<file path="src/rtl/cam_capture.sv">
// cam_capture: oversamples a DVP camera bus and assembles RGB565 pixels with x/y and frame markers.
// Optional frame counter: define CAP_STATS_EN to enable frame_cnt (otherwise tied to zero).
`timescale 1ns/1ps
module cam_capture #(
    parameter int CLK_F       = 100_000_000,
    parameter int H_ACTIVE    = 640,
    parameter int V_ACTIVE    = 480,
    parameter int SKIP_FRAMES = 2,
    localparam int XW = $clog2(H_ACTIVE),
    localparam int YW = $clog2(V_ACTIVE)
) (
    input  logic          clk,
    input  logic          rstn,
    input  logic          cam_init_done,
    input  logic          cam_pclk,
    input  logic          cam_vsync,
    input  logic          cam_href,
    input  logic [7:0]    cam_data,
    output logic          pix_valid,
    output logic [15:0]   pix_data,
    output logic [XW-1:0] pix_x,
    output logic [YW-1:0] pix_y,
    output logic          frame_start,
    output logic          frame_done,
    output logic          line_err,
    output logic [15:0]   frame_cnt
);
    localparam int             SKW       = (SKIP_FRAMES > 0) ? $clog2(SKIP_FRAMES + 1) : 1;
    localparam logic [SKW-1:0] SKIP_LOAD = SKW'(SKIP_FRAMES);
    localparam logic [SKW-1:0] SKIP_ONE  = SKW'(1);
    localparam logic [XW:0]    X_LIM     = (XW + 1)'(H_ACTIVE);
    localparam logic [YW:0]    Y_LIM     = (YW + 1)'(V_ACTIVE);
    localparam logic [XW:0]    X_ONE     = (XW + 1)'(1);
    localparam logic [YW:0]    Y_ONE     = (YW + 1)'(1);
    localparam int             PCLK_B    = 2;
    localparam int             VS_B      = 1;
    localparam int             HREF_B    = 0;

    typedef enum logic [1:0] {IDLE, SYNC, CAPTURE} state_t;

    typedef struct packed {
        logic       pclk_rise;
        logic       href;
        logic       vs_rise;
        logic       href_fall;
        logic [7:0] data;
    } evt_t;

    logic [2:0][2:0] ctl_s_q, ctl_s_d;
    logic [1:0][7:0] dat_s_q, dat_s_d;
    evt_t [1:0]      evt_q, evt_d;
    evt_t            evt_now, ev;

    state_t          state_q, state_d;
    logic [SKW-1:0]  skip_q, skip_d;
    logic [XW:0]     x_q, x_d;
    logic [YW:0]     y_q, y_d;
    logic            phase_q, phase_d;
    logic [7:0]      hi_q, hi_d;
    logic            start_pend_q, start_pend_d;
    logic            pix_valid_q, pix_valid_d;
    logic [15:0]     pix_data_q, pix_data_d;
    logic [XW-1:0]   pix_x_q, pix_x_d;
    logic [YW-1:0]   pix_y_q, pix_y_d;
    logic            frame_start_q, frame_start_d;
    logic            frame_done_q, frame_done_d;
    logic            line_err_q, line_err_d;

    // Two synchroniser stages plus one history stage; events come from stages 1 and 2.
    always_comb begin
        ctl_s_d = {ctl_s_q[1:0], {cam_pclk, cam_vsync, cam_href}};
        dat_s_d = {dat_s_q[0], cam_data};

        evt_now.pclk_rise = ctl_s_q[1][PCLK_B] & ~ctl_s_q[2][PCLK_B];
        evt_now.vs_rise   = ctl_s_q[1][VS_B] & ~ctl_s_q[2][VS_B];
        evt_now.href_fall = ~ctl_s_q[1][HREF_B] & ctl_s_q[2][HREF_B];
        evt_now.href      = ctl_s_q[1][HREF_B];
        evt_now.data      = dat_s_q[1];

        // Two event stages set the pclk-to-pix_valid latency to four clocks.
        evt_d = {evt_q[0], evt_now};
    end

    assign ev = evt_q[1];

    always_comb begin
        state_d       = state_q;
        skip_d        = skip_q;
        x_d           = x_q;
        y_d           = y_q;
        phase_d       = phase_q;
        hi_d          = hi_q;
        start_pend_d  = 1'b0;
        pix_valid_d   = 1'b0;
        pix_data_d    = pix_data_q;
        pix_x_d       = pix_x_q;
        pix_y_d       = pix_y_q;
        frame_start_d = 1'b0;
        frame_done_d  = 1'b0;
        line_err_d    = line_err_q;

        if (!cam_init_done) begin
            state_d = IDLE;
            x_d     = '0;
            y_d     = '0;
            phase_d = 1'b0;
        end else begin
            unique case (state_q)
                IDLE: begin
                    state_d    = SYNC;
                    skip_d     = SKIP_LOAD;
                    line_err_d = 1'b0;
                    x_d        = '0;
                    y_d        = '0;
                    phase_d    = 1'b0;
                end
                SYNC: begin
                    if (ev.vs_rise) begin
                        if (skip_q == '0) begin
                            frame_start_d = 1'b1;
                            state_d       = CAPTURE;
                            x_d           = '0;
                            y_d           = '0;
                            phase_d       = 1'b0;
                        end else begin
                            skip_d = skip_q - SKIP_ONE;
                        end
                    end
                end
                CAPTURE: begin
                    frame_start_d = start_pend_q;
                    // vsync beats a coincident href fall so the new frame never sees a y step.
                    if (ev.vs_rise) begin
                        frame_done_d = 1'b1;
                        start_pend_d = 1'b1;
                        x_d          = '0;
                        y_d          = '0;
                        phase_d      = 1'b0;
                    end else if (ev.href_fall) begin
                        if (phase_q) line_err_d = 1'b1;
                        if (x_q != '0 && y_q != '1) y_d = y_q + Y_ONE;
                        x_d     = '0;
                        phase_d = 1'b0;
                    end else if (ev.pclk_rise && ev.href) begin
                        if (!phase_q) begin
                            hi_d    = ev.data;
                            phase_d = 1'b1;
                        end else begin
                            phase_d = 1'b0;
                            if (x_q < X_LIM && y_q < Y_LIM) begin
                                pix_valid_d = 1'b1;
                                pix_data_d  = {hi_q, ev.data};
                                pix_x_d     = x_q[XW-1:0];
                                pix_y_d     = y_q[YW-1:0];
                            end else begin
                                line_err_d = 1'b1;
                            end
                            if (x_q != '1) x_d = x_q + X_ONE;
                        end
                    end
                end
                default: state_d = IDLE;
            endcase
        end
    end

    always_ff @(posedge clk or negedge rstn) begin
        if (!rstn) begin
            ctl_s_q       <= '0;
            dat_s_q       <= '0;
            evt_q         <= '0;
            state_q       <= IDLE;
            skip_q        <= '0;
            x_q           <= '0;
            y_q           <= '0;
            phase_q       <= 1'b0;
            hi_q          <= '0;
            start_pend_q  <= 1'b0;
            pix_valid_q   <= 1'b0;
            pix_data_q    <= '0;
            pix_x_q       <= '0;
            pix_y_q       <= '0;
            frame_start_q <= 1'b0;
            frame_done_q  <= 1'b0;
            line_err_q    <= 1'b0;
        end else begin
            ctl_s_q       <= ctl_s_d;
            dat_s_q       <= dat_s_d;
            evt_q         <= evt_d;
            state_q       <= state_d;
            skip_q        <= skip_d;
            x_q           <= x_d;
            y_q           <= y_d;
            phase_q       <= phase_d;
            hi_q          <= hi_d;
            start_pend_q  <= start_pend_d;
            pix_valid_q   <= pix_valid_d;
            pix_data_q    <= pix_data_d;
            pix_x_q       <= pix_x_d;
            pix_y_q       <= pix_y_d;
            frame_start_q <= frame_start_d;
            frame_done_q  <= frame_done_d;
            line_err_q    <= line_err_d;
        end
    end

    assign pix_valid   = pix_valid_q;
    assign pix_data    = pix_data_q;
    assign pix_x       = pix_x_q;
    assign pix_y       = pix_y_q;
    assign frame_start = frame_start_q;
    assign frame_done  = frame_done_q;
    assign line_err    = line_err_q;

`ifdef CAP_STATS_EN
    logic [15:0] frame_cnt_q, frame_cnt_d;

    always_comb begin
        frame_cnt_d = frame_cnt_q;
        if (frame_done_d) frame_cnt_d = frame_cnt_q + 16'd1;
    end

    always_ff @(posedge clk or negedge rstn) begin
        if (!rstn) frame_cnt_q <= '0;
        else       frame_cnt_q <= frame_cnt_d;
    end

    assign frame_cnt = frame_cnt_q;
`else
    assign frame_cnt = 16'd0;
`endif

    // The oversampling scheme is meaningless without a positive system clock rate.
    assert property (@(posedge clk) disable iff (!rstn) (CLK_F > 0));

endmodule

</file>
<file path="config.mk">
export PLATFORM = sky130hd
export DESIGN_NAME = cam_capture
export DESIGN_NICKNAME = d
export VERILOG_FILES = /design/src/rtl/cam_capture.sv
export SDC_FILE = /design/constraint.sdc
export NUM_CORES = 1
export LEC_CHECK = 0
export CORE_ASPECT_RATIO = 0.9
export CORE_MARGIN = 3
export CORE_UTILIZATION = 35
export DETAILED_ROUTE_END_ITERATION = 8
export GPL_TIMING_DRIVEN = 0
export HOLD_SLACK_MARGIN = 0.15
export SLEW_MARGIN = 20
export SYNTH_ARGS = -nofsm -noshare
export SYNTH_HDL_FRONTEND = slang
export SYNTH_SLANG_ARGS = --single-unit
export TNS_END_PERCENT = 50
</file>
<file path="constraint.sdc">
create_clock -name clk -period 6.2 [get_ports clk]
set_clock_uncertainty 0.05 [all_clocks]
set_input_delay 1.55 -clock clk [delete_from_list [all_inputs] [get_ports clk]]
set_output_delay 1.55 -clock clk [all_outputs]
set_load 0.05 [all_outputs]
</file>
==> out/qor.txt <==
GRT Residual Overflow - 0
DR vias - 3033
Synth area leader - dfrtp_1
Syn-to-layout area delta - 29.6%
Cts hold-fix bufs - 0
Buf+Inv Stages, Crit Path - 2
Vias per cell - 4.85
Number of global-route vias before repair - 3010
Drt wl/cell - 14.6 microns
Worst vdd ir - 253 uV
Number of synthesized flops with an enable pin - 0
DR pass1 iterations - 4
Yosys reg bits - 121
Most common cell in the synthesized netlist - dfrtp_1
Final setup fails - 0
CP Data Required Time - 6440 ps
Ys async rst share - 100%
CTS max path bufs - 2
Setup TNS - 0 ps
N_diodes - 0
Min cycle time layout - 3420 ps
Final wirelength - 9.16 mm
Crit path depth - 5
Top cells by count, synth - dfrtp_1 (121), mux2_2 (23), nand2_1 (21)
Synth area leaders - dfrtp_1 (63%), mux2_2 (5.4%), mux2_1 (4.7%), buf_4 (2.5%), ha_1 (2.1%)
Status - completed
CTS Sinks - 121
GRT Overall Usage - 13.2%
Root Driver - clkbuf_16
Placed cell areas - 0.00561 sq mm
Top FF cell, synth - dfrtp_1
Least-Margin Pin Slew - 926 ps
Rel. slew slack - 37.9%
Critical path class - primary input to register
Post-CTS setup buffer count - 0
Initial DRC count - 176
Unique masters post-synth - 57
CP top delay family - buffers and inverters
RSZ-0062 raised after global routing - no
I/O pins - 69
Cell area after layout - 0.00622 sq mm
# port buffers - 52
Syn Area/Cell - 13.2 sq um
Period utilization - 55.1%
HP Class - register to register
CTS Buf Count - 17
Crit path largest cell delay - 610 ps
Worst EP arrival - 3650 ps
Core Area - 0.0130 sq mm
Dpl hpwl - 6.13 mm
Global-route wire length before repair - 15.2 mm
Fmax - 293 MHz
Max Cap Viol - 0
Synth warnings - 0
Drc violations - 0
PD cells - 314 mW/mm^2
Layout cells sized above 1 - 19.5%
Die Wd - 129 microns
Clk Latency, worst-skew pair - 410 ps
Hold Vio Cnt, Final - 0
Top-area cell type share of the netlist area - 63.1%
Initial antenna violation count - 0
Worst-path clk slew - 60 ps
Crit path launch type - primary input
Fin. max-slew vios - 0
Syn Inst Count - 363
Reg2Reg Depth - 6
Sequential cell area fraction in the yosys report - 63.1%
Final net count - 472
CP max FO - 10
Die span in y - 117 microns
Initial core utilization - 36.9%
H-tree depth reported by CTS - 4
Hold path depth - 0
Slowest cell on the critical path - clkdlybuf4s50_1
TritonCTS clock tree - yes
Crit path cell chain - clkdlybuf4s50_1, nand4bb_2, nor3_4, buf_2, mux2_2
CP endpoint kind - register
RePlAce Congestion - 0.826
Antenna Nets Post-Route - 0
Num rows - 39
Die footprint - 0.0152 sq mm
Leak pwr - 2.89 nW
Largest net degree at the start of global routing - 65
CTS resizes - 0
Mapped Area - 0.00480 sq mm
-- worst reg2reg max path: cells and delay by family (launching register included) --
family                     cells  cell delay (ps)
adders and majority gates      1              230
buffers and inverters          2              490
DFF                            1              400
muxes                          1              380
and+or+nand+nor                2              720
-- placed cells by master, fill, tap and decap left out, types with 4 or more instances in the layout --
master	synthesis	final
nor2_1	10	10
and3_1	5	5
nand3_1	18	18
buf_4	16	16
a21oi_1	9	9
inv_1	8	8
clkbuf_16	0	17
o21ai_0	15	15
dfrtp_1	121	121
or3_1	6	6
and2_1	4	4
ha_1	8	8
mux2_2	23	23
nand2_1	21	21
conb_1	1	16
a31oi_1	4	4
nor2b_1	5	5
buf_2	7	7
mux2_1	20	20
clkinv_4	0	4
nand4_1	4	4
clkdlybuf4s50_1	0	51
-- worst paths after layout --
| path | startpoint | to | slack (ps) |
|---|---|---|---|
| setup / recovery | cam_init_done | pix_x[7] | 2780 |
| hold / removal | evt_d[13] | ev[1] | 290 |
| setup reg to reg | state_q[0] | pix_x[7] | 3820 |
| hold reg to reg | evt_d[13] | ev[1] | 290 |
| max in group asynchronous | rstn | pix_y[0] | 4370 |
| min in group asynchronous | rstn | ctl_s_d[4] | 1050 |
-- sequential cells by signal (all words and copies together), names as in the netlist, 2 cells and up --
signal    cells
y_q          10
dat_s_d       8
skip_q        2
ctl_s_q       3
dat_s_q       8
pix_y         9
x_q          11
pix_data     16
state_q       2
ev           12
ctl_s_d       6
pix_x        10
hi_q          8
evt_d        11
-- cell type report --
| type | instances | area [sq um] |
|---|---|---|
| multi-input cells | 223 | 1630 |
| plain buffers | 26 | 174 |
| inverters | 8 | 30.0 |
| clock buffers | 19 | 443 |
| repair buffers | 53 | 549 |
| clock inverters | 12 | 166 |
| flip-flops and latches | 121 | 3030 |
| well taps | 164 | 205 |
| fillers | 1146 | 6810 |
-- routing by layer --
layer / part of all wire, % / GRT usage [%] / wire length [microns]
met5: 0 / 0 / 0
met4: 1.6 / 6.16 / 144
met3: 4.7 / 5.13 / 434
met2: 48 / 20.7 / 4440
met1: 45 / 16.3 / 4140
-- per-stage QoR --
stage / utilization [%] / hold WS, ps / power [mW] / instances / setup slack [ps]
6_report: 47.8 / 286 / 1.96 / 626 / 2780
5_1_grt: 47.8 / 290 / 2.03 / 626 / 2650
2_1_floorplan: - / 281 / 0.918 / 378 / 3240
3_3_place_gp: 42.9 / 282 / 0.957 / 594 / -1070
4_1_cts: 47.8 / 293 / 1.98 / 626 / 2740
3_5_place_dp: 43.1 / 285 / 0.965 / 595 / 2310
-- where the power goes --
part | switching (mW) | leakage [nW] | internal (mW) | total, mW
Clock | 0.359 | 0.291 | 0.646 | 1.00
Sequential | 0.0103 | 1.58 | 0.813 | 0.823
Combinational | 0.0857 | 1.02 | 0.0416 | 0.127
Total | 0.455 | 2.89 | 1.50 | 1.96
-- cells by family after synthesis --
kind of cell / Yosys count / share of synthesized area (%)
AO/OA/AOI/OAI: 52 / 7.24
XOR/XNOR: 2 / 0.365
multiplexers: 46 / 10.7
adder cells (fa/ha/maj): 8 / 2.08
AND/OR/NAND/NOR: 99 / 12.2
flip-flops: 121 / 63.1
other: 1 / 0.0781
buffers and inverters: 34 / 4.25
(Power assumes the default switching activity.)
